==> src/rtl/fetch_unit_pkg.sv <==
// Shared definitions for the instruction-fetch stage: reset PC, fetch FSM
// state encodings and the next-PC operation codes used by the ID stage.
package fetch_unit_pkg;

    localparam logic [31:0] RESET_PC_DEFAULT = 32'h0000_3000;

    typedef enum logic [1:0] {
        FS_REQ  = 2'd0,
        FS_WAIT = 2'd1,
        FS_HOLD = 2'd2
    } fetch_state_e;

    typedef enum logic [1:0] {
        NPC_PC4    = 2'd0,
        NPC_BRANCH = 2'd1,
        NPC_JUMP   = 2'd2,
        NPC_JR     = 2'd3
    } npc_op_e;

    function automatic logic [31:0] word_align(input logic [31:0] a);
        return a & 32'hFFFF_FFFC;
    endfunction

endpackage

==> src/rtl/fetch_unit_ifid.sv <==
// IF/ID pipeline register: loads on i_load, drops to a bubble on i_bubble,
// and keeps the instruction/PC fields untouched while bubbling or stalled.
module ifid_reg (
    input  logic        clk,
    input  logic        rst_n,
    input  logic        i_load,
    input  logic        i_bubble,
    input  logic [31:0] i_instr,
    input  logic [31:0] i_pc,
    input  logic [31:0] i_pc4,
    output logic        o_valid,
    output logic [31:0] o_instr,
    output logic [31:0] o_pc,
    output logic [31:0] o_pc4
);

    logic        r_valid;
    logic [31:0] r_instr;
    logic [31:0] r_pc;
    logic [31:0] r_pc4;

    always_ff @(posedge clk or negedge rst_n) begin
        if (!rst_n) begin
            r_valid <= 1'b0;
            r_instr <= 32'd0;
            r_pc    <= 32'd0;
            r_pc4   <= 32'd0;
        end else if (i_load) begin
            r_valid <= 1'b1;
            r_instr <= i_instr;
            r_pc    <= i_pc;
            r_pc4   <= i_pc4;
        end else if (i_bubble) begin
            r_valid <= 1'b0;
        end
    end

    assign o_valid = r_valid;
    assign o_instr = r_instr;
    assign o_pc    = r_pc;
    assign o_pc4   = r_pc4;

endmodule

==> src/rtl/fetch_unit.sv <==
// Instruction-fetch stage: owns the PC, issues one imem read at a time and
// fills IF/ID. Redirects never cancel the in-flight fetch (branch delay slot).
module fetch_unit
    import fetch_unit_pkg::*;
#(
    parameter logic [31:0] RESET_PC = RESET_PC_DEFAULT
) (
    input  logic        clk,
    input  logic        rst_n,
    input  logic [31:0] npc_in,
    input  logic        redirect,
    input  logic        stall,
    output logic        imem_req,
    output logic [31:0] imem_addr,
    input  logic        imem_rvalid,
    input  logic [31:0] imem_rdata,
    output logic        ifid_valid,
    output logic [31:0] ifid_instr,
    output logic [31:0] ifid_pc,
    output logic [31:0] ifid_pc4
);

    fetch_state_e r_state;
    logic         r_req;
    logic [31:0]  r_pc;
    logic [31:0]  r_tgt;
    logic         r_tgt_valid;
    logic [31:0]  r_skid;

    logic         w_we;
    logic         w_accept;
    logic         w_bubble;
    logic [31:0]  w_npc;
    logic [31:0]  w_pc4;
    logic [31:0]  w_pc_next;
    logic [31:0]  w_instr;

    assign w_we      = !stall || !ifid_valid;
    // Response data only counts in WAIT; anything seen in REQ/HOLD is stale.
    assign w_accept  = ((r_state == FS_WAIT) && imem_rvalid && w_we) ||
                       ((r_state == FS_HOLD) && w_we);
    assign w_bubble  = !stall && !w_accept;
    assign w_npc     = word_align(npc_in);
    assign w_pc4     = r_pc + 32'd4;
    assign w_pc_next = redirect    ? w_npc :
                       r_tgt_valid ? r_tgt : w_pc4;
    assign w_instr   = (r_state == FS_HOLD) ? r_skid : imem_rdata;

    always_ff @(posedge clk or negedge rst_n) begin
        if (!rst_n) begin
            r_state     <= FS_REQ;
            r_req       <= 1'b1;
            r_pc        <= RESET_PC;
            r_tgt_valid <= 1'b0;
        end else begin
            if (w_accept) begin
                r_pc        <= w_pc_next;
                r_tgt_valid <= 1'b0;
            end else if (redirect) begin
                r_tgt_valid <= 1'b1;
            end
            case (r_state)
                FS_REQ: begin
                    r_state <= FS_WAIT;
                    r_req   <= 1'b0;
                end
                FS_WAIT: begin
                    if (imem_rvalid) begin
                        if (w_we) begin
                            r_state <= FS_REQ;
                            r_req   <= 1'b1;
                        end else begin
                            r_state <= FS_HOLD;
                        end
                    end
                end
                FS_HOLD: begin
                    if (w_we) begin
                        r_state <= FS_REQ;
                        r_req   <= 1'b1;
                    end
                end
                default: begin
                    r_state <= FS_REQ;
                    r_req   <= 1'b1;
                end
            endcase
        end
    end

    // Pending target and skid word carry no reset; their flags qualify them.
    always_ff @(posedge clk) begin
        if (redirect && !w_accept) begin
            r_tgt <= w_npc;
        end
        if ((r_state == FS_WAIT) && imem_rvalid && !w_we) begin
            r_skid <= imem_rdata;
        end
    end

    assign imem_req  = r_req;
    assign imem_addr = r_pc;

    ifid_reg u_ifid (
        .clk      (clk),
        .rst_n    (rst_n),
        .i_load   (w_accept),
        .i_bubble (w_bubble),
        .i_instr  (w_instr),
        .i_pc     (r_pc),
        .i_pc4    (w_pc4),
        .o_valid  (ifid_valid),
        .o_instr  (ifid_instr),
        .o_pc     (ifid_pc),
        .o_pc4    (ifid_pc4)
    );

endmodule

==> config.mk <==
export PLATFORM = sky130hd
export DESIGN_NAME = fetch_unit
export DESIGN_NICKNAME = d
export VERILOG_FILES = /design/src/rtl/fetch_unit_pkg.sv /design/src/rtl/fetch_unit_ifid.sv /design/src/rtl/fetch_unit.sv
export SDC_FILE = /design/constraint.sdc
export NUM_CORES = 1
export LEC_CHECK = 0
export ABC_CLOCK_PERIOD_IN_PS = 3600
export CORE_MARGIN = 8
export CORE_UTILIZATION = 50
export CTS_BUF_LIST = sky130_fd_sc_hd__clkbuf_8 sky130_fd_sc_hd__clkbuf_16
export CTS_CLUSTER_SIZE = 12
export DETAILED_ROUTE_END_ITERATION = 10
export PLACE_DENSITY = 0.86
export SETUP_SLACK_MARGIN = 0.05
export SLEW_MARGIN = 20
export SYNTH_ARGS = -nofsm -noshare
export SYNTH_HDL_FRONTEND = slang
export SYNTH_SLANG_ARGS = --single-unit
export TNS_END_PERCENT = 10
==> constraint.sdc <==
create_clock -name clk -period 3.6 [get_ports clk]
set_clock_uncertainty 0.15 [all_clocks]
set_input_delay 0.72 -clock clk [delete_from_list [all_inputs] [get_ports clk]]
set_output_delay 0.72 -clock clk [all_outputs]
set_load 0.02 [all_outputs]
==> metrics.md, run 1 <==
| Metric | Value |
|---|---|
| Crit. End Element | `flip-flop` |
| Synthesized area per cell | `10.6 um^2` |
| Latest clock arrival within the worst-skew pair | `430 ps` |
| Die Footprint | `between 20,000 and 25,000 um^2` |
| Initial antenna violation count | `0` |
| Fmax | `385 MHz` |
| Detailed Route WL | `24.3 mm` |
| CP Class | `flip-flop to flip-flop` |
| CTS tree | `done` |
| Critical Path RT | `approximately 3800 ps` |
| Row count | `48` |
| RSZ-0062 raised after global routing | `false` |
| Area Overhead vs Synth | `30.7%` |
| DR iter-0 viols | `786` |
| Via density per instance | `5.82` |
| Number of synthesized flops with an enable pin | `62` |
| Avg WL per Cell | `20.1 um` |
| Synth Area in Compound Gates | `13.7%` |
| Number of buffers added on ports | `190` |
| Outcome | `finished clean` |
| CTS Buf Count | `17` |
| Pin count of the biggest net entering global routing | `110` |
| Kind of path behind the tightest hold check | `input pin to async pin` |
| Cell area after synthesis | `8610 um^2` |
| Longest Clk Path Bufs | `2` |
| Buf/Inv on CP | `0` |
| Power density over the cells | `897 nW/um^2` |
| Setup WS pre-CTS | `639 ps` |
| Min Clock Period, post-route | `2590 ps` |
| Cell Chain, Critical Path | `ha_1 -> nand3_2 -> or4_4 -> or4_1 -> o2111a_1` |
| Post-synthesis sequential area ratio | `58.6%` |
| Max_cap viols | `0` |
| CP Depth | `5` |
| Ys async rst share | `67.2%` |
| Initial Util | `around half` |
| Most frequent cells in the layout | `189 x clkdlybuf4s50_1, 157 x nand2_1, 124 x dfrtp_1` |
| Worst-case vdd ir drop | `463 uV` |
| H-tree depth | `4` |
| Depth of the worst register-to-register path | `5` |
| Worst-margin pin slew | `905 ps` |
| Leak pwr | `4.42 nW` |
| Fill count | `1,340` |
| # clock sinks | `189` |
| Ports | `199` |
| Detailed placement HPWL | `16.9 mm` |
| Vias in the first global route | `a little over 7,000` |
| Worst setup margin | `1010 ps` |
| DRT antenna net count | `0` |
| Area share of fa/ha/maj cells after synthesis | `0.581%` |
| Final worst path period share | `approximately 72%` |
| Post-CTS Resized | `0` |
| Number of iterations in the first detailed-routing pass | `6` |
| Fin. Hold Viols | `0` |
| Layout cells sized above 1 | `7.72%` |
| # hold bufs at CTS | `0` |
| Placer Congestion | `0.823` |
| Max-slew violation count | `0` |
| Remaining global-route overflow | `0` |
| Fin Setup TNS | `0 ps` |
| Crit path max fanout | `11` |
| ANT cells | `0` |
| Die Y-Extent | `147 um` |
| Nets | `1,045` |
| Total number of yosys warnings | `0` |
| Mux cell area share after synthesis | `under 10%` |
| Main combinational cell family by area after synthesis | `simple AND/OR/NAND/NOR gates` |
| Post-synthesis xor/xnor area fraction | `1.22%` |
| DRC | `0` |
| Distinct cells, synth | `66` |
| Headroom to the max-slew limit | `39.7%` |
| Reg clk slew, reported paths | `70 ps` |
| CP peak stage delay | `about 660 ps` |
| Die W | `between 100 and 150 um` |
| Delay-heaviest family, CP | `simple AND/OR/NAND/NOR gates` |
| Most common cell after layout, fill and taps aside | `clkdlybuf4s50_1` |
| Slowest cell on the critical path | `or4_4` |
| Final setup violation count | `0` |
| Startpoint types | `flip-flop` |
| Core area | `roughly 17,000 um^2` |
| Global-route wire length before repair | `between 30 and 40 mm` |
| Post-CTS setup buffer count | `0` |
| Core Util, Final | `about 66%` |
| Total power | `10.1 mW` |
| GRT Util Overall | `between 20 and 25%` |
| Mapped Cells | `just over 800` |
| Worst EP arrival | `2770 ps` |
| Synth Register Bits | `roughly 190` |
| Clock root buffer | `clkbuf_16` |
| Synth Area in Simple Gates | `16.7%` |
| DR vias | `7,039` |
| Top_reg_cell synth | `dfrtp_1` |
-- power by group --
| group | internal [mW] | total, mW | switching (mW) |
|---|---|---|---|
| logic | 1.91 | 4.41 | 2.50 |
| registers | 3.01 | 3.74 | 0.724 |
| clock network | 1.10 | 1.95 | 0.847 |
-- cell type report --
class                      instances  area, um^2  share of cell area, %
timing repair buffer             208        2050                   18.2
multi-input combinational        546        3230                   28.7
inverter                          10        37.5                  0.334
clock buffer                      17         425                   3.78
tap                              225         282                   2.50
clock inverter                    15         183                   1.62
sequential                       189        5040                   44.8
-- worst reg2reg max path, delay by kind of cell, from the launching register on --
family	cells	cell delay, ps
simple gates	3	1440
flops	1	500
fa+ha+maj	1	250
compound gates	1	140
-- Yosys cell counts, drive strengths merged, types with 4 or more instances --
library cell,number,area [um^2]
a211o,5,43.8
a21oi,20,100
a22o,7,61.3
a22oi,4,30.0
a31oi,13,81.3
and3,4,25.0
and4,7,61.3
buf,38,210
clkbuf,34,129
dfrtp,124,3100
edfxtp,62,1860
ha,4,50.1
inv,10,37.5
mux2i,41,410
nand2,157,589
nand3,20,105
nand4,10,93.8
nor2,41,154
nor3,17,90.1
nor4,8,50.1
o211ai,15,113
o21ai,69,345
o22ai,5,31.3
o2bb2ai,5,43.8
o311ai,4,35.0
o31ai,8,60.1
or3,8,55.1
or4,11,90.1
xnor2,10,87.6
-- sequential cells by signal (all words and copies together), names as in the netlist --
signal,count
u_ifid.o_pc,30
imem_addr,30
r_tgt_valid,1
u_ifid.o_pc4,30
u_ifid.o_valid,1
r_skid,32
r_state,2
imem_req,1
u_ifid.o_instr,32
r_tgt,30
-- path summary, 6_finish.rpt --
kind / from / to / slack, ps
setup / recovery: imem_addr[2] / imem_addr[30] / 1010
hold / removal: rst_n / u_ifid.o_instr[2] / 250
setup reg to reg: imem_addr[2] / imem_addr[30] / 1010
hold reg to reg: u_ifid.o_pc[5] / u_ifid.o_pc[5] / 320
max in group asynchronous: rst_n / u_ifid.o_pc4[31] / 2280
min in group clk: u_ifid.o_pc[5] / u_ifid.o_pc[5] / 320
-- cells by family (layout without fill, tap and decap cells) --
kind of cell    Yosys count  count (layout)
compound gates          182             182
xor+xnor                 12              12
fa+ha+maj                 4               4
buf+inv                  82             250
flops                   189             189
mux                      41              41
other cells               1               6
simple gates            301             301
-- per-layer routing --
metal	wire [um]	global-route usage (%)	vias up
met3	1900	5.60	52
met4	609	8.06	0
met2	11400	35.3	342
met1	10400	29.7	3401
met5	0	0	-
li1	-	-	3244
-- through the flow --
step | cell area [um^2] | std cells | hold slack [ps]
after floorplan | 8630 | 817 | 274
after global placement | 10600 | 1178 | 309
after detailed placement | 10600 | 1178 | 312
after CTS | 11200 | 1210 | 330
after global routing | 11300 | 1210 | 318
final | 11300 | 1210 | 253
No activity file was read; power rests on OpenSTA's default activity.
==> inputs of run 2 (changes only) <==
Settings changed: ABC_CLOCK_PERIOD_IN_PS 3600 to 2200, CORE_UTILIZATION 50 to 46, PLACE_DENSITY 0.86 to 0.83.
Clock period 3.6 ns to 2.2 ns, I/O delays scaled along.
==> run 2 against run 1 <==
Maximum frequency is 21% higher. Non-clock buffer count is 66 higher. Setup slack worse by 940 ps. Die area is 7.7% higher. Global-route usage is 0.31 points lower.
==> metrics.md, run 2 (synthesis results as in run 1) <==
| Metric | Value |
|---|---|
| Outcome | `finished clean (unchanged)` |
| Total power | `17.1 mW (was 10.1 mW)` |
| Kind of path behind the tightest hold check | `flip-flop to flip-flop (was input pin to async pin)` |
| Row count | `50 (was 48)` |
| RSZ-0062 raised after global routing | `true (was false)` |
| Nets | `1,112 (was 1,045)` |
| Crit. End Element | `flip-flop (unchanged)` |
| Die W | `153 um (was 147 um)` |
| Number of iterations in the first detailed-routing pass | `7 (was 6)` |
| Clock root buffer | `clkbuf_16 (unchanged)` |
| Reg clk slew, reported paths | `70 ps (about the same)` |
| Remaining global-route overflow | `0 (unchanged)` |
| Fmax | `468 MHz (was 385 MHz)` |
| Latest clock arrival within the worst-skew pair | `440 ps (was 430 ps)` |
| DR vias | `7,422 (was 7,039)` |
| Worst-margin pin slew | `572 ps (was 905 ps)` |
| DRC | `0 (unchanged)` |
| Crit path max fanout | `4 (was 11)` |
| Most common cell after layout, fill and taps aside | `clkdlybuf4s50_1 (unchanged)` |
| Layout cells sized above 1 | `14.3% (was 7.72%)` |
| CTS tree | `done (unchanged)` |
| Detailed placement HPWL | `18.2 mm (was 16.9 mm)` |
| Leak pwr | `4.85 nW (was 4.42 nW)` |
| Detailed Route WL | `25.7 mm (was 24.3 mm)` |
| Cell Chain, Critical Path | `ha_2 -> nand3_4 -> or4_4 -> or4_1 -> o2111a_1 (was ha_1 -> nand3_2 -> or4_4 -> or4_1 -> o2111a_1)` |
| CP Class | `flip-flop to flip-flop (unchanged)` |
| Slowest cell on the critical path | `or4_4 (unchanged)` |
| Number of buffers added on ports | `190 (unchanged)` |
| DRT antenna net count | `0 (unchanged)` |
| Max_cap viols | `0 (unchanged)` |
| Final worst path period share | `97.2% (was 72.1%)` |
| Ports | `199 (unchanged)` |
| Vias in the first global route | `7,351 (was 7,047)` |
| Core area | `18,500 um^2 (was 17,100 um^2)` |
| Min Clock Period, post-route | `2140 ps (was 2590 ps)` |
| Worst EP arrival | `2320 ps (was 2770 ps)` |
| CTS Buf Count | `17 (unchanged)` |
| DR iter-0 viols | `646 (was 786)` |
| Setup WS pre-CTS | `-403 ps (was 639 ps)` |
| # clock sinks | `189 (unchanged)` |
| ANT cells | `0 (unchanged)` |
| Placer Congestion | `0.943 (was 0.823)` |
| Worst-case vdd ir drop | `668 uV (was 463 uV)` |
| Most frequent cells in the layout | `159 x clkdlybuf4s50_1, 157 x nand2_1, 123 x dfrtp_1 (was 189 x clkdlybuf4s50_1, 157 x nand2_1, 124 x dfrtp_1)` |
| Die Footprint | `23,400 um^2 (was 21,700 um^2)` |
| Initial antenna violation count | `0 (unchanged)` |
| Die Y-Extent | `153 um (was 147 um)` |
| Startpoint types | `flip-flop (unchanged)` |
| Longest Clk Path Bufs | `2 (unchanged)` |
| Avg WL per Cell | `20.0 um (was 20.1 um)` |
| Max-slew violation count | `0 (unchanged)` |
| Worst setup margin | `62.4 ps (was 1010 ps)` |
| Power density over the cells | `1440 nW/um^2 (was 897 nW/um^2)` |
| GRT Util Overall | `22.1% (was 22.4%)` |
| Pin count of the biggest net entering global routing | `76 (was 110)` |
| Initial Util | `46.5% (was 50.5%)` |
| Fin. Hold Viols | `0 (unchanged)` |
| Critical Path RT | `2380 ps (was 3780 ps)` |
| H-tree depth | `4 (unchanged)` |
| Global-route wire length before repair | `41.3 mm (was 39.0 mm)` |
| Headroom to the max-slew limit | `61.9% (was 39.7%)` |
| Hold slack | `327 ps (was 253 ps)` |
| CP peak stage delay | `570 ps (was 660 ps)` |
| Area Overhead vs Synth | `38.0% (was 30.7%)` |
| Via density per instance | `5.77 (was 5.82)` |
| Final setup violation count | `0 (unchanged)` |
run 2: repair_timing:
action | CTS | global route
buffers inserted | 0 | 0
pin swaps | 1 | 3
hold endpoints to repair | 30 | 0
gates cloned | 1 | 0
hold buffers | 1 | 0
endpoints found under the setup margin | 58 | 18
resized for setup | 29 | 10
run 2: metrics by stage:
step                area [um^2]  TNS (ps)  instances  utilization (%)
CTS                       11800     -40.9       1286             63.9
global route              11900         0       1286             64.2
detailed placement        11200    -20180       1252             60.8
global placement          11200    -14840       1252             60.8
floorplan                  8680     -1290        817                -
finish                    11900         0       1286             64.2
run 2: worst max-delay path: cells and delay by family (launching register included):
family          cells  cell delay (ps)
compound gates      1              140
fa+ha+maj           1              230
simple gates        3             1160
flops               1              360
run 2: routing by layer:
layer | part of all wire, % | vias to the layer above | wire length (um) | track usage (%)
li1 | - | 3386 | - | -
met1 | 42 | 3595 | 10800 | 28.4
met2 | 48 | 388 | 12400 | 36.3
met3 | 7.6 | 53 | 1950 | 5.24
met4 | 2.1 | 0 | 551 | 7.68
met5 | 0 | - | 0 | 0
run 2: cell type report:
cell class              instances  area [um^2]
fillers                      1459         6630
flip-flops and latches        189         5040
multi-input cells             547         3300
repair buffers                274         2610
clock buffers                  17          425
well taps                     234          293
clock inverters                15          170
inverters                      10         37.5
run 2: path summary, 6_finish.rpt:
| path | endpoint | startpoint | cells past startpoint | slack, ps |
|---|---|---|---|---|
| min reg2reg | u_ifid.o_pc[15] | u_ifid.o_pc[15] | 2 | 330 |
| max in group asynchronous | imem_req | rst_n | 3 | 930 |
| min in group asynchronous | u_ifid.o_pc[11] | rst_n | 2 | 340 |
| min | u_ifid.o_pc[15] | u_ifid.o_pc[15] | 2 | 330 |
| max | imem_addr[30] | imem_addr[2] | 5 | 60 |
| max reg2reg | imem_addr[30] | imem_addr[2] | 5 | 60 |
run 2: where the power goes:
part	internal, mW	switching (mW)	total (mW)
clock network	1.54	1.54	3.08
registers	4.93	0.758	5.69
logic	3.54	4.78	8.32
total	10.0	7.07	17.1
==> inputs of run 3 (changes only) <==
--- a/constraint.sdc
+++ b/constraint.sdc
@@ -4,2 +4,2 @@
 set_output_delay 0.44 -clock clk [all_outputs]
-set_load 0.02 [all_outputs]
+set_load 0.005 [all_outputs]
==> run 3 against run 2 <==
Final area rose by 0.61%. Combinational power fell by 12%. Via count fell by 0.32%. Register-to-register slack barely moved. Utilization rose by 0.39 points. Sequential power barely moved. Routed wire length rose by 0.91%. Die area did not move. Sequential share of layout area fell by 0.23 points. Total power fell by 6.1%. Largest power group unchanged.
==> metrics.md, run 3 (synthesis results as in run 1) <==
| Metric | Value |
|---|---|
| Outcome | `finished clean (unchanged)` |
| Avg WL per Cell | `20.1 um (was 20.0 um)` |
| DR iter-0 viols | `812 (was 646)` |
| Remaining global-route overflow | `0 (unchanged)` |
| Crit. End Element | `flip-flop (unchanged)` |
| Cell area after layout | `12,000 um^2 (was 11,900 um^2)` |
| Number of iterations in the first detailed-routing pass | `7 (unchanged)` |
| Fmax | `466 MHz (was 468 MHz)` |
| Reg2reg start | `imem_addr[2] (unchanged)` |
| Longest Clk Path Bufs | `2 (unchanged)` |
| Ports | `199 (unchanged)` |
| Kind of path behind the tightest hold check | `flip-flop to flip-flop (unchanged)` |
| CTS Buf Count | `17 (unchanged)` |
| Critical Path RT | `2380 ps (about the same)` |
| Post-Layout Cell Count | `1,290 (was 1,286)` |
| Global-route wire length before repair | `41.2 mm (was 41.3 mm)` |
| Depth of the worst register-to-register path | `5 (unchanged)` |
| Die Y-Extent | `153 um (unchanged)` |
| DRC | `0 (unchanged)` |
| Hold endpoint | `u_ifid.o_pc[5] (was u_ifid.o_pc[15])` |
| CP peak stage delay | `580 ps (was 570 ps)` |
| Die Footprint | `23,400 um^2 (unchanged)` |
| DRT antenna net count | `0 (unchanged)` |
| Cell Chain, Critical Path | `ha_2 -> nand3_2 -> or4_4 -> or4_1 -> o2111a_1 (was ha_2 -> nand3_4 -> or4_4 -> or4_1 -> o2111a_1)` |
| Detailed Route WL | `25.9 mm (was 25.7 mm)` |
| Slowest cell on the critical path | `or4_4 (unchanged)` |
| CP Class | `flip-flop to flip-flop (unchanged)` |
| Crit path max fanout | `4 (unchanged)` |
| Placed cells | `1,255 (was 1,252)` |
| Hold Path Depth | `2 (unchanged)` |
| GRT Util Overall | `22.1% (about the same)` |
| Fill count | `1,445 (was 1,459)` |
| Power density over the cells | `1340 nW/um^2 (was 1440 nW/um^2)` |
| Nets | `1,116 (was 1,112)` |
| Reg-to-Reg End | `imem_addr[30] (unchanged)` |
| Startpoint types | `flip-flop (unchanged)` |
| Headroom to the max-slew limit | `61.2% (was 61.9%)` |
| CTS tree | `done (unchanged)` |
| Final worst path period share | `97.5% (was 97.2%)` |
| Power Internal | `10.2 mW (was 10.0 mW)` |
| ANT cells | `0 (unchanged)` |
| Switching power | `5.81 mW (was 7.07 mW)` |
| Fin. Hold Viols | `0 (unchanged)` |
| Worst-margin pin slew | `583 ps (was 572 ps)` |
| Latest clock arrival within the worst-skew pair | `440 ps (about the same)` |
| Reg clk slew, reported paths | `70 ps (about the same)` |
| RSZ-0062 raised after global routing | `true (unchanged)` |
| Die W | `153 um (unchanged)` |
| Power share of the sequential group | `35.4% (was 33.3%)` |
| Placer Congestion | `0.936 (was 0.943)` |
| Core area | `18,500 um^2 (unchanged)` |
| Total power | `16.0 mW (was 17.1 mW)` |
| Initial Util | `46.5% (unchanged)` |
| Clk network pwr share | `19.0% (was 18.0%)` |
| Combinational Power Share | `45.6% (was 48.7%)` |
| Worst-case vdd ir drop | `763 uV (was 668 uV)` |
| Clock root buffer | `clkbuf_16 (unchanged)` |
| # clock sinks | `189 (unchanged)` |
| Area Overhead vs Synth | `38.8% (was 38.0%)` |
| Placed Area | `11,300 um^2 (was 11,200 um^2)` |
| FF-to-FF setup slack | `50 ps (was 60 ps)` |
| Pin count of the biggest net entering global routing | `76 (unchanged)` |
| Initial antenna violation count | `0 (unchanged)` |
| Vias in the first global route | `7,443 (was 7,351)` |
| Most common cell after layout, fill and taps aside | `clkdlybuf4s50_1 (unchanged)` |
| Max-slew violation count | `0 (unchanged)` |
| Most frequent cells in the layout | `184 x clkdlybuf4s50_1, 157 x nand2_1, 120 x dfrtp_1 (was 159 x clkdlybuf4s50_1, 157 x nand2_1, 123 x dfrtp_1)` |
| Hold Path Origin | `u_ifid.o_pc[5] (was u_ifid.o_pc[15])` |
| Via density per instance | `5.73 (was 5.77)` |
| H-tree depth | `4 (unchanged)` |
| DR vias | `7,398 (was 7,422)` |
| Post-CTS setup buffer count | `0 (unchanged)` |
| Number of buffers added on ports | `190 (unchanged)` |
| Worst EP arrival | `2320 ps (about the same)` |
| Detailed placement HPWL | `18.3 mm (was 18.2 mm)` |
| Layout cells sized above 1 | `14.9% (was 14.3%)` |
| Leak pwr | `4.82 nW (was 4.85 nW)` |
| Row count | `50 (unchanged)` |
| Max_cap viols | `0 (unchanged)` |
| Final setup violation count | `0 (unchanged)` |
| Hold slack | `324 ps (was 327 ps)` |
| Net Sw Frac | `36.2% (was 41.4%)` |
| Worst setup margin | `54.9 ps (was 62.4 ps)` |
| Setup WS pre-CTS | `-373 ps (was -403 ps)` |
| Min Clock Period, post-route | `2150 ps (was 2140 ps)` |
==> run 3: routing by layer <==
metal  wire length [um]  track usage (%)
met2              12300             35.5
met1              10700             28.7
met4                699             7.68
met5                  0                0
met3               2170             5.36
==> run 3: through the flow <==
| step | TNS [ps] | utilization [%] |
|---|---|---|
| after floorplan | -975 | - |
| after global placement | -14310 | 60.8 |
| after detailed placement | -17080 | 60.8 |
| after global routing | -6.49 | 64.6 |
| final | 0 | 64.6 |
| after CTS | 0 | 64.1 |
==> run 3: final cells by class <==
class | instances | area, um^2 | share of cell area, %
tap | 234 | 293 | 2.45
inverter | 10 | 37.5 | 0.314
timing repair buffer | 278 | 2700 | 22.6
multi-input combinational | 547 | 3300 | 27.6
sequential | 189 | 5050 | 42.2
clock inverter | 14 | 144 | 1.20
clock buffer | 18 | 439 | 3.67
==> run 3: critical path, delay by kind of cell, from the launching register on <==
family                   cells  cell delay (ps)
AO/OA/AOI/OAI                1              140
adder cells (fa/ha/maj)      1              200
flip-flops                   1              360
AND/OR/NAND/NOR              3             1190
==> run 3: how the worst max path moves through the flow <==
stage	from	end	slack, ps
floorplan	r_state[1]	r_tgt[10]	-30
global placement	imem_rvalid	r_tgt[6]	-360
detailed placement	imem_rvalid	r_tgt[3]	-370
CTS	imem_addr[3]	imem_addr[30]	50
global route	imem_addr[3]	imem_addr[30]	-6
finish	imem_addr[2]	imem_addr[30]	50
==> run 3: repair_timing <==
item	CTS	global route
pin swaps	1	1
setup endpoints to repair	38	36
hold buffers	1	0
gates cloned	1	1
endpoints found under the hold margin	44	0
resized for setup	9	14
==> run 3: power groups by stage <==
stage,Clock [mW],Sequential [mW],Combinational (mW)
2_1_floorplan,0,5.82,2.94
3_3_place_gp,0,5.66,6.96
3_5_place_dp,0,5.73,7.12
4_1_cts,3.08,5.67,7.20
5_1_grt,3.24,5.83,7.95
6_report,3.04,5.68,7.32
==> RTL change 1, RTL diff (config.mk and constraints of run 1) <==
Reset style: synchronous (`rst_n`), changed in 2 clocked blocks.
--- a/src/rtl/fetch_unit_ifid.sv
+++ b/src/rtl/fetch_unit_ifid.sv
@@ -20,5 +20,5 @@
     logic [31:0] r_pc4;
 
-    always_ff @(posedge clk or negedge rst_n) begin
+    always_ff @(posedge clk) begin
         if (!rst_n) begin
             r_valid <= 1'b0;
--- a/src/rtl/fetch_unit.sv
+++ b/src/rtl/fetch_unit.sv
@@ -47,5 +47,5 @@
     assign w_instr   = (r_state == FS_HOLD) ? r_skid : imem_rdata;
 
-    always_ff @(posedge clk or negedge rst_n) begin
+    always_ff @(posedge clk) begin
         if (!rst_n) begin
             r_state     <= FS_REQ;
Check against the original RTL: differs if rst_n is asserted again (counterexample within 4 cycles, from zero or initial values and one cycle with rst_n low); with rst_n held inactive, the same outputs for 10 cycles.
==> RTL change 1 against run 1 <==
Routed wire length decreased by 8.5%; die area decreased by 5.8%; sequential cell count unchanged; first-iteration DRC count decreased by 40%; worst setup slack got worse by 0.024 ns; synthesized area decreased by 6.5%; count of clock-buffer cells in the layout unchanged; design area decreased by 5.3%; critical endpoint is now imem_addr[6].
Power is not compared: it rests on default switching activity, and its combinational part moved more than twofold at a synthesized area within 25%.
==> RTL change 1: results (changes against run 1) <==
Routed met2 length 10.4 mm (-8.7%); Yosys cell types 63 (-4.5%); top sig layer met4; CP peak stage delay 0.71 ns (+0.05 ns); GRT Util Overall 0.215 (-0.00956); postcts setup bufs 0 (unchanged); async set-reset flop share out of synthesis 0 (-0.672); WL met1 8.98 mm (-14%); Vias 6,778 (-3.7%); Hold Slack 0.302 ns (+0.0489 ns); run status finished, final reports clean; drt wl/cell 18.6 um (-7.2%); Primary FF master, synth dfxtp_1; hold crit path type reg -> reg; first-pass GRT wire length 34.7 mm (-11%); Slew headroom 0.520 (+0.123); Max FO, Critical Path 10 (-1); FF-to-FF setup slack 1.05 ns (+0.04 ns); GP Congestion 0.800 (-2.8%); YS warnings 0 (unchanged); largest net degree at the start of global routing 91 (-17%); clock buffer count from CTS 17 (unchanged); fillers 1,207 (-9.9%); hpwl dp 15.4 mm (-9.0%); Worst-Skew Late Latency 0.43 ns (about the same); met3 wire length 2.18 mm (+15%); cell family with most CP delay buffers and inverters; CTS max path bufs 2 (unchanged); slowest CP cell clkdlybuf4s50_1; Port Buffers 190 (unchanged); crit path DAT 1.75 ns (-1.02 ns); proportion of layout cells with a drive suffix above 1 0.0696 (-0.00756); initial drt markers 475 (-40%); vias in the first global route 6,591 (-6.5%); Yosys top cell by area dfxtp_1; post-synthesis sequential area ratio 0.547 (-0.0388); Post-synth EDFFs 62 (unchanged); 1st-pass router iterations 7 (+1); ranking of synthesized cells by area dfxtp_1 (32%), edfxtp_1 (23%), nand2_1 (5.1%); final net count 1,037 (-0.77%); Placed Area 0.0101 mm^2 (-5.2%); commonest cells in the netlist dfxtp_1 (127), nand2_1 (110), nor2_1 (74)
==> RTL change 1: changes by cell type after synthesis, moves of 33 or more <==
cell | before | now
o21ai_0 | 69 | 27
dfrtp_1 | 124 | 0
a21oi_1 | 20 | 64
nor2_1 | 41 | 74
a211oi_1 | 2 | 53
nand2_1 | 157 | 110
dfxtp_1 | 0 | 127
==> RTL change 1: worst paths after layout <==
path                                 startpoint         endpoint  cells after the start
worst max-delay path               imem_addr[6]     imem_addr[6]                      1
worst min-delay path            u_ifid.o_pc[12]  u_ifid.o_pc[12]                      2
worst max register to register     imem_addr[2]    imem_addr[26]                      6
worst min register to register  u_ifid.o_pc[12]  u_ifid.o_pc[12]                      2
==> RTL change 1: final cells by class <==
| type | count | area (um^2) | share of cell area |
|---|---|---|---|
| well taps | 216 | 270 | 0.0254 |
| multi-input cells | 541 | 3310 | 0.311 |
| clock buffers | 17 | 425 | 0.0399 |
| clock inverters | 15 | 146 | 0.0137 |
| repair buffers | 207 | 2070 | 0.194 |
| flip-flops and latches | 189 | 4400 | 0.413 |
| inverters | 8 | 31.3 | 0.00294 |
==> RTL change 1: cells by family after synthesis <==
kind of cell | count (synthesis) | synth area share
compound gates | 208 | 0.173
xor+xnor | 26 | 0.0283
fa+ha+maj | 4 | 0.00621
buf+inv | 83 | 0.0469
flops | 189 | 0.547
mux | 39 | 0.0485
other cells | 1 | 0.000466
simple gates | 258 | 0.150
==> RTL change 1: report_power, final <==
group	switching [uW]	internal, uW
logic	392	320
registers	89.5	2310
clock network	817	1020
total	1300	3650
==> RTL change 1: metal layers <==
layer  global-route usage  vias up
met5                    0        -
met4                0.109        0
met3               0.0728       51
met2                0.347      285
met1                0.250     3205
li1                     -     3237
==> RTL change 1: stage by stage <==
step / worst slack [ns] / std cells / utilization
after global routing: 0.830 / 1193 / 0.673
after global placement: 0.794 / 1161 / 0.637
final: 0.982 / 1193 / 0.673
after detailed placement: 0.753 / 1161 / 0.637
after floorplan: 0.190 / 813 / -
after CTS: 0.968 / 1193 / 0.673
==> RTL change 2, RTL diff (settings of run 1) <==
Without the edit above. Re-encode `fetch_state_e` (3 states) as one-hot, 3 bits wide.
--- a/src/rtl/fetch_unit_pkg.sv
+++ b/src/rtl/fetch_unit_pkg.sv
@@ -5,8 +5,8 @@
     localparam logic [31:0] RESET_PC_DEFAULT = 32'h0000_3000;
 
-    typedef enum logic [1:0] {
-        FS_REQ  = 2'd0,
-        FS_WAIT = 2'd1,
-        FS_HOLD = 2'd2
+    typedef enum logic [2:0] {
+        FS_REQ  = 3'b001,
+        FS_WAIT = 3'b010,
+        FS_HOLD = 3'b100
     } fetch_state_e;
 
Check against the original RTL: no difference found for any inputs over 10 cycles, from zero or initial values and one cycle with rst_n low; not proved beyond that.
==> RTL change 2 against run 1 <==
Synthesized area down 5.1%; sequential power down 5%; critical path depth unchanged; design area down 2.9%; power down 8.1%; largest power group unchanged; register-to-register slack worse by 0.04 ns; worst setup slack worse by 0.088 ns; first-iteration DRC count down 51%; routed wire length down 9.9%; largest cell class unchanged; maximum frequency down 3.3%; combinational power down 13%; non-clock buffer count down 1; sequential cell count up 1.
==> RTL change 2: results (changes against run 1) <==
fillers 1,206 (-10%); hpwl dp 15.3 mm (-9.6%); crit path DAT 2.80 ns (+0.03 ns); Clock-cell share 0.0549 (+0.000903); WL met1 9.09 mm (-13%); LEAKAGE 0.00443 uW (about the same); M1 GR Usage 0.262 (-0.0344); area of the multi-input gates 0.00288 mm^2 (-11%); met3 wire length 1.64 mm (-14%); final net count 989 (-5.4%); inverter count 15 (+5); Synth Area in Compound Gates 0.141 (+0.00319); Signal buf overhead 0.188 (+0.00560); clock sink count 190 (+0.53%); Max FO, Critical Path 54 (+43); 1st-pass router iterations 5 (-1); proportion of layout cells with a drive suffix above 1 0.0751 (-0.00205); Buffers, non-clock 207 (-0.48%); #MultiIn Comb 488 (-11%); ranking of synthesized cells by area dfrtp_1 (38%), edfxtp_1 (23%), nand2_1 (7.1%); run status finished, final reports clean; via/cell ratio 5.50 (-5.4%); async set-reset flop share out of synthesis 0.674 (+0.00173); vias in the first global route 6,213 (-12%); post-synthesis mux area share 0.0404 (-0.00726); met2 Usage GRT 0.345 (-0.00761); Routed met2 length 10.6 mm (-6.7%); initial drt markers 383 (-51%)
## RTL change 2: cell count changes after synthesis, sizes merged, moves of 8 or more
cell	run 1	this run
a21oi	20	31
a31oi	13	2
buf	38	18
mux2i	41	33
nor2	41	27
nor3	17	4
o211ai	15	0
o21ai	69	88
o31a	0	9
or4	11	1
xnor2	10	19
## RTL change 2: critical path, cell delays in order
cell             delay (ns)
clkdlybuf4s50_1        0.44
nand3b_1               0.30
a221o_4                0.60
buf_4                  0.52
o21ai_0                0.19
## RTL change 2: through the flow
| stage | total power (uW) | hold WS [ns] | instance area, um^2 | std cells | util |
|---|---|---|---|---|---|
| 2_1_floorplan | 5510 | 0.274 | 8200 | 750 | - |
| 3_3_place_gp | 7330 | 0.309 | 10300 | 1116 | 0.648 |
| 3_5_place_dp | 7450 | 0.313 | 10300 | 1116 | 0.648 |
| 4_1_cts | 9360 | 0.177 | 10900 | 1148 | 0.686 |
| 5_1_grt | 9780 | 0.202 | 10900 | 1148 | 0.686 |
| 6_report | 9280 | 0.167 | 10900 | 1148 | 0.686 |
## RTL change 2: worst paths after layout
kind,depth (start not counted),start,to,slack (ns)
worst max-delay path,5,imem_rvalid,u_ifid.o_instr[7],0.92
worst min-delay path,1,rst_n,u_ifid.o_instr[3],0.17
worst max register to register,6,imem_addr[3],imem_addr[24],0.97
worst min register to register,2,u_ifid.o_pc[6],u_ifid.o_pc[6],0.33
max in group asynchronous,2,rst_n,imem_addr[12],2.31
min in group clk,2,u_ifid.o_pc[6],u_ifid.o_pc[6],0.33
## RTL change 2: report_power, final
part           total (uW)  switching [uW]  internal [uW]  leakage, uW
registers            3570             603           2960      0.00216
clock network        1890             801           1080     0.000297
logic                3830            2130           1700      0.00197
